**src/rtl/shift_seq_ctrl.sv**
```systemverilog
// Sequencing controller for a bidirectional serial shift register: accepts a
// shift command via start/busy/done and drives the register's en/direction/d pins.
module shift_seq_ctrl #(
  parameter int MSB = 4,
  parameter int CW  = 4
) (
  input  logic          clk,
  input  logic          rst,
  input  logic          start,
  input  logic          dir_req,
  input  logic [1:0]    mode,
  input  logic [CW-1:0] nshift,
  input  logic          abort,
  input  logic          ser_in,
  input  logic [MSB-1:0] reg_q,
  output logic          sr_en,
  output logic          sr_dir,
  output logic          sr_d,
  output logic          ser_out,
  output logic          busy,
  output logic          done
);

  localparam logic [1:0] IDLE  = 2'b00;
  localparam logic [1:0] SHIFT = 2'b01;
  localparam logic [1:0] DONE  = 2'b10;

  localparam logic [CW-1:0] REM_ZERO = {CW{1'b0}};
  localparam logic [CW-1:0] REM_ONE  = {{(CW-1){1'b0}}, 1'b1};

  logic [1:0]    state_r;
  logic [1:0]    state_next_s;
  logic          dir_r;
  logic [1:0]    mode_r;
  logic [CW-1:0] rem_r;
  logic          fill_s;

  // Bit that leaves the register in the given direction; also the rotate feedback.
  function automatic logic exit_bit(input logic [MSB-1:0] q, input logic dir);
    return dir ? q[MSB-1] : q[0];
  endfunction

  // Next-state decode; abort in SHIFT takes priority over the last-shift exit.
  always_comb begin
    state_next_s = state_r;
    case (state_r)
      IDLE: begin
        if (start) begin
          state_next_s = (nshift != REM_ZERO) ? SHIFT : DONE;
        end else begin
          state_next_s = IDLE;
        end
      end
      SHIFT: begin
        if (abort) begin
          state_next_s = IDLE;
        end else if (rem_r == REM_ONE) begin
          state_next_s = DONE;
        end else begin
          state_next_s = SHIFT;
        end
      end
      DONE:    state_next_s = IDLE;
      default: state_next_s = IDLE;
    endcase
  end

  // State register.
  always_ff @(posedge clk or posedge rst) begin
    if (rst) begin
      state_r <= IDLE;
    end else begin
      state_r <= state_next_s;
    end
  end

  // Command fields are captured on acceptance so later input changes are ignored.
  always_ff @(posedge clk or posedge rst) begin
    if (rst) begin
      dir_r  <= 1'b0;
      mode_r <= 2'b00;
      rem_r  <= REM_ZERO;
    end else if ((state_r == IDLE) && start && (nshift != REM_ZERO)) begin
      dir_r  <= dir_req;
      mode_r <= mode;
      rem_r  <= nshift;
    end else if (state_r == SHIFT) begin
      rem_r  <= rem_r - REM_ONE;
    end else begin
      rem_r  <= rem_r;
    end
  end

  // Fill-bit source selection.
  always_comb begin
    fill_s = 1'b0;
    case (mode_r)
      2'b00:   fill_s = ser_in;
      2'b01:   fill_s = exit_bit(reg_q, dir_r);
      2'b10:   fill_s = 1'b0;
      2'b11:   fill_s = 1'b1;
      default: fill_s = 1'b0;
    endcase
  end

  // Strobes decode straight from the state register, so reset clears them at once.
  assign sr_en   = (state_r == SHIFT);
  assign busy    = (state_r == SHIFT);
  assign done    = (state_r == DONE);
  assign sr_dir  = sr_en & dir_r;
  assign sr_d    = sr_en & fill_s;
  assign ser_out = sr_en & exit_bit(reg_q, dir_r);

endmodule

```
**config.mk**
```make
export PLATFORM = sky130hd
export DESIGN_NAME = shift_seq_ctrl
export DESIGN_NICKNAME = d
export VERILOG_FILES = /design/src/rtl/shift_seq_ctrl.sv
export SDC_FILE = /design/constraint.sdc
export NUM_CORES = 1
export LEC_CHECK = 0
export ABC_AREA = 1
export CAP_MARGIN = 20
export CORE_AREA = 3 3 40 42
export CTS_CLUSTER_DIAMETER = 60
export DETAILED_ROUTE_END_ITERATION = 16
export DIE_AREA = 0 0 43 45
export GPL_ROUTABILITY_DRIVEN = 0
export PLACE_DENSITY = 0.8
export RECOVER_POWER = 50
export SYNTH_ARGS = -nofsm -noshare
export SYNTH_HDL_FRONTEND = slang
export SYNTH_SLANG_ARGS = --single-unit
```
**constraint.sdc**
```tcl
create_clock -name clk -period 2.8 [get_ports clk]
set_clock_uncertainty 0.05 [all_clocks]
set_input_delay 0.28 -clock clk [delete_from_list [all_inputs] [get_ports clk]]
set_output_delay 0.28 -clock clk [all_outputs]
set_load 0.02 [all_outputs]
```
==> impl_metrics.csv, run 1 <==
group,metric,value,unit
clock_tree,clkSlewWorstSetupHoldPaths,60,ps
global_route,grt_overflow,0,
final_layout,fin_nets,119,
floorplanning,rows,13,
worst_setup_path,critPathKind,"reg2out",
flow_run,drv_cap,0,
floorplanning,core,1280,um2
place,placed_cell_area,757,um2
power_and_ir_drop,total_power,0.000673,W
clock_tree,insertion_delay,260,ps
power_and_ir_drop,leakagePower,0.397,nW
drt,drtIter0Drc,15,
power_and_ir_drop,ir_drop,0.367,mV
worst_setup_path,reg2reg_to,"rem_r[0]",
clock_tree,htreeDepth,1,
worst_setup_path,cp.arrival,1960,ps
place,io_buffers,19,
clock_tree,ctsRootBufferMaster,"clkbuf_4",
synth,synth_xor_area_share,0,%
worst_setup_path,slowest_delay,620,ps
power_and_ir_drop,powerDensity,870,nW/um2
status,status,"finished, final reports clean",
clock_tree,cts.sinks,9,
worst_setup_path,crit_family,"buffers and inverters",
timing,relSlewSlack,65.4,%
worst_setup_path,worst_path_max_delay_cell,"clkdlybuf4s50_1",
timing,setup_viol,0,
synth,synth_mux_area_share,0,%
worst_setup_path,crit_required,2470,ps
final_layout,n_antenna_cell,0,
worst_setup_path,end_kind,"primary output",
timing,fmax,0.437,GHz
floorplanning,start_util,44.1,%
floorplanning,fp.dieH,45,um
worst_setup_path,path_cells,"clkinv_2 > nand2_1 > inv_2 > o21ai_0 > a31oi_1 > clkdlybuf4s50_1",
clock_tree,cts_setup_buffers,0,
drt,wl,1220,um
timing,drv_slew,0,
timing,tightestPinTransition,517,ps
synth,ys_seq_elements,9,
timing,rsz0062_at_grt,"no",
final_layout,areaGrowthSynthToFinish,36.4,%
place,placed_cells,111,
synth,synthCells,79,
drt,drcViolationCount,0,
hold_path,holdCritPathClass,"in2async",
worst_setup_path,crit_fanout,8,
synth,synth_compound_area_share,6.40,%
place,dp_hpwl,964,um
synth,syn_area,567,um2
timing,fin_crit_sh,81.7,%
global_route,grt_pass1_vias,502,
synth,synth-simple-area-share,38.0,%
worst_setup_path,critical_path_buf_inv_count,3,
clock_tree,cts_made_buffers,3,
final_layout,instances_no_fill,115,
timing,hold_viol,0,
drt,first_pass_iters,4,
global_route,grt_pass1_wl,2110,um
worst_setup_path,r2r_cells,8,
final_layout,n_fill_cell,133,
global_route,grt_start_max_net_pins,14,
drt,ant_nets,0,
clock_tree,post_cts_resized,0,
global_route,antenna_found_initial,0,
synth,yosysWarnings,0,
drt,viasPerCell,4.92,
timing,min_period,2290,ps
floorplanning,die_area,1940,um2
global_route,grtUsageTotal,14.9,%
synth,avgSynthCellArea,7.17,um2
synth,synth_fa_ha_area_share,4.42,%
synth,synth.distinct_cells,19,
clock_tree,cts_hold_buf,0,
final_layout,stdcell_area,773,um2
final_layout,drive_above_1_share,8.00,%
final_layout,final_util,60.2,%
clock_tree,ctsLongestPathBuffers,2,
timing,setup_tns,0,ps
synth,ys_seq_area_share,39.7,%
worst_setup_path,reg2reg_from,"state_r[1]",
floorplanning,boundaryPins,22,
worst_setup_path,crit_path_start_kind,"flip-flop",
drt,via_count,566,
synth,synth_top_family_by_area,"simple AND/OR/NAND/NOR gates",
drt,wl_per_cell,10.6,um
worst_setup_path,r2r_setup_slack,1310,ps
clock_tree,cts_tree,"yes",
synth,syn_nets,97,
floorplanning,die_w,43,um
## flip-flops by register name, summed over array words and instances (netlist names)
name	count
dir_r	1
mode_r	2
rem_r	4
state_r	2
## placed cells by master, fill, tap and decap left out
cell type and count:
nand2_1 22, clkdlybuf4s50_1 18, nand3_1 11, inv_1 10
nor2_1 10, dfrtp_1 9, clkbuf_4 3, a21oi_1 2
o21ai_1 2, o21ai_0 2, ha_1 2, clkinv_2 1
inv_2 1, nand2_2 1, nand2_4 1, or2_0 1
or2_2 1, a31oi_1 1, clkbuf_1 1, dlygate4sd3_1 1
## per-layer routing
layer  part of all wire, %  track usage (%)
met5                     0                0
met4                   1.8             9.04
met1                    45             18.6
met2                    48             24.3
met3                   5.4             2.39
## cell families after synthesis
family / after synthesis
buf+inv: 14
flops: 9
fa+ha+maj: 2
compound gates: 7
simple gates: 47
## worst register-to-register path: stages (launching register included)
cell,delay [ps]
dfrtp_1,370
clkinv_2,60
nand2_2,40
nor2_1,400
nand2_4,200
nand2_1,110
nand2_1,50
nand2_1,50
nand2_1,50
## worst max path at each step
stage | startpoint | to | slack [ps] | cells after the start
global route | state_r[1] | sr_d | 390 | 6
finish | state_r[1] | sr_d | 510 | 6
global placement | reg_q[0] | sr_d | 750 | 5
detailed placement | reg_q[0] | sr_d | 740 | 5
floorplan | state_r[0] | sr_d | 1310 | 4
CTS | state_r[0] | sr_d | 600 | 5
## synthesized netlist by cell type, drive strengths merged
master,number,area share [%]
ha,2,4.4
buf,2,3.3
nand3,11,9.7
inv,11,7.3
clkinv,1,0.88
nand2,24,18
dfrtp,9,40
a21oi,2,1.8
a31oi,1,1.1
or2,2,2.2
o21ai,4,3.5
nor2,10,7.9
## metrics by stage
step	hold slack, ps	setup WS [ps]
2_1_floorplan	57.9	1310
3_3_place_gp	428	746
3_5_place_dp	435	736
4_1_cts	234	604
5_1_grt	377	385
6_report	362	513
## power by group
group | switching [W] | total [W] | internal [W]
clock | 0.0000492 | 0.000104 | 0.0000551
combinational | 0.000207 | 0.000350 | 0.000143
sequential | 0.0000335 | 0.000218 | 0.000185
total | 0.000290 | 0.000673 | 0.000383
## layout make-up
cell class	instances	area [um2]	share of cell area (%)
multi-input cells	56	267	34.5
flip-flops and latches	9	225	29.1
repair buffers	19	190	24.6
inverters	12	46.3	5.99
clock buffers	4	26.3	3.40
well taps	15	18.8	2.43
No activity file was read; power rests on OpenSTA's default activity.
==> run 2: changes to the inputs <==
CORE_AREA = not set   (was 3 3 40 42)
CORE_MARGIN = 3   (was not set)
CORE_UTILIZATION = 41   (was not set)
DIE_AREA = not set   (was 0 0 43 45)
PLACE_DENSITY = 0.78   (was 0.8)
clock period = 2.25 ns   (was 2.8 ns; I/O delays follow)
==> impl_metrics.csv, run 2 (synthesis gave the netlist of run 1 again) <==
group,metric,value,unit
status,status,"finished, final reports clean",
floorplanning,core,1200,um2
worst_setup_path,cp.arrival,1830,ps
floorplanning,die_area,1860,um2
power_and_ir_drop,powerDensity,1090,nW/um2
clock_tree,clkSlewWorstSetupHoldPaths,70,ps
floorplanning,boundaryPins,22,
final_layout,regMostFlops,"rem_r",
floorplanning,fp.dieH,43.2,um
clock_tree,ctsRootBufferMaster,"clkbuf_4",
final_layout,n_fill_cell,119,
drt,drcViolationCount,0,
clock_tree,cts_made_buffers,3,
clock_tree,cts_setup_buffers,0,
drt,wl_per_cell,11.3,um
global_route,grt-busiest-layer,"met2",
worst_setup_path,slowest_delay,630,ps
place,placed_cells,110,
global_route,grtUsageMet3,2.54,%
timing,fin_crit_sh,93.7,%
timing,fmax,0.474,GHz
timing,setup_tns,0,ps
final_layout,instances_no_fill,114,
floorplanning,rows,12,
final_layout,areaGrowthSynthToFinish,36.6,%
worst_setup_path,crit_required,1980,ps
timing,tightestPinTransition,538,ps
timing,relSlewSlack,64.0,%
worst_setup_path,reg2reg_from,"state_r[1]",
worst_setup_path,worst_path_max_delay_cell,"clkdlybuf4s50_1",
timing,hold_viol,0,
global_route,grt_start_max_net_pins,14,
worst_setup_path,crit_family,"buffers and inverters",
worst_setup_path,critPathKind,"reg2out",
final_layout,n_antenna_cell,0,
clock_tree,insertion_delay,270,ps
power_and_ir_drop,leakagePower,0.397,nW
flow_run,drv_cap,0,
timing,rsz0062_at_grt,"no",
place,io_buffers,19,
clock_tree,post_cts_resized,0,
global_route,grt_overflow,0,
worst_setup_path,critical_path_buf_inv_count,3,
drt,viasPerCell,4.78,
final_layout,final_util,64.5,%
final_layout,largestRegisters,"rem_r (4), mode_r (2), state_r (2)",
drt,wl,1290,um
worst_setup_path,crit_fanout,8,
hold_path,holdCritPathClass,"in2async",
floorplanning,die_w,43.2,um
global_route,grt_use_met1,18.1,%
timing,drv_slew,0,
final_layout,final_cell_mix,"nand2_1 (21), clkdlybuf4s50_1 (18), nand3_1 (11), inv_1 (10), nor2_1 (10)",
clock_tree,ctsLongestPathBuffers,2,
global_route,grtUsageTotal,14.5,%
global_route,grt_use_met2,24.5,%
timing,setup_viol,0,
final_layout,fin_nets,119,
drt,via_count,545,
place,dp_hpwl,1000,um
power_and_ir_drop,ir_drop,0.546,mV
clock_tree,htreeDepth,1,
global_route,antenna_found_initial,0,
final_layout,final_common_cell,"nand2_1",
drt,ant_nets,0,
floorplanning,start_util,47.2,%
final_layout,drive_above_1_share,9.00,%
clock_tree,cts_tree,"yes",
place,placed_cell_area,756,um2
worst_setup_path,crit_path_start_kind,"flip-flop",
drt,first_pass_iters,4,
clock_tree,cts_hold_buf,0,
worst_setup_path,end_kind,"primary output",
clock_tree,cts.sinks,9,
final_layout,stdcell_area,774,um2
worst_setup_path,path_cells,"clkinv_2 > nand2_2 > inv_2 > o21ai_0 > a31oi_1 > clkdlybuf4s50_1",
drt,drtIter0Drc,3,
timing,min_period,2110,ps
worst_setup_path,crit_start,"state_r[1]",
final_layout,largest_register_ffs,4,
global_route,grt_pass1_wl,2010,um
global_route,grt_pass1_vias,461,
run 2: worst paths after layout:
| kind | to | slack [ps] | cells past startpoint |
|---|---|---|---|
| max in group asynchronous | mode_r[1] | 1600 | 2 |
| setup reg to reg | rem_r[0] | 700 | 8 |
| hold / removal | state_r[1] | 300 | 2 |
| setup / recovery | sr_d | 140 | 6 |
| min in group clk | mode_r[0] | 440 | 2 |
| hold reg to reg | mode_r[0] | 440 | 2 |
run 2: routing by layer:
metal  up-vias  wire (um)
li1        286          -
met1       243        567
met2        11        638
met3         5         53
met4         0         29
met5         -          0
run 2: cell type report:
| cell class | count | area, um2 | share of cell area [%] |
|---|---|---|---|
| multi-input combinational | 56 | 269 | 34.7 |
| sequential | 9 | 225 | 29.1 |
| timing repair buffer | 19 | 190 | 24.6 |
| tap | 14 | 17.5 | 2.26 |
| clock buffer | 4 | 26.3 | 3.39 |
| inverter | 12 | 46.3 | 5.98 |
run 2: through the flow:
stage	hold slack (ps)	worst slack (ps)	power, W
finish	299	141	0.000843
floorplan	2.92	818	0.000584
detailed placement	431	281	0.000718
global route	351	72.6	0.000912
CTS	186	116	0.000854
global placement	431	305	0.000702
run 2: power by group:
| group | total [W] | switching (W) | leakage (nW) | internal (W) |
|---|---|---|---|---|
| clock | 0.000133 | 0.0000640 | 0.0150 | 0.0000687 |
| combinational | 0.000437 | 0.000257 | 0.274 | 0.000179 |
| sequential | 0.000274 | 0.0000441 | 0.108 | 0.000230 |
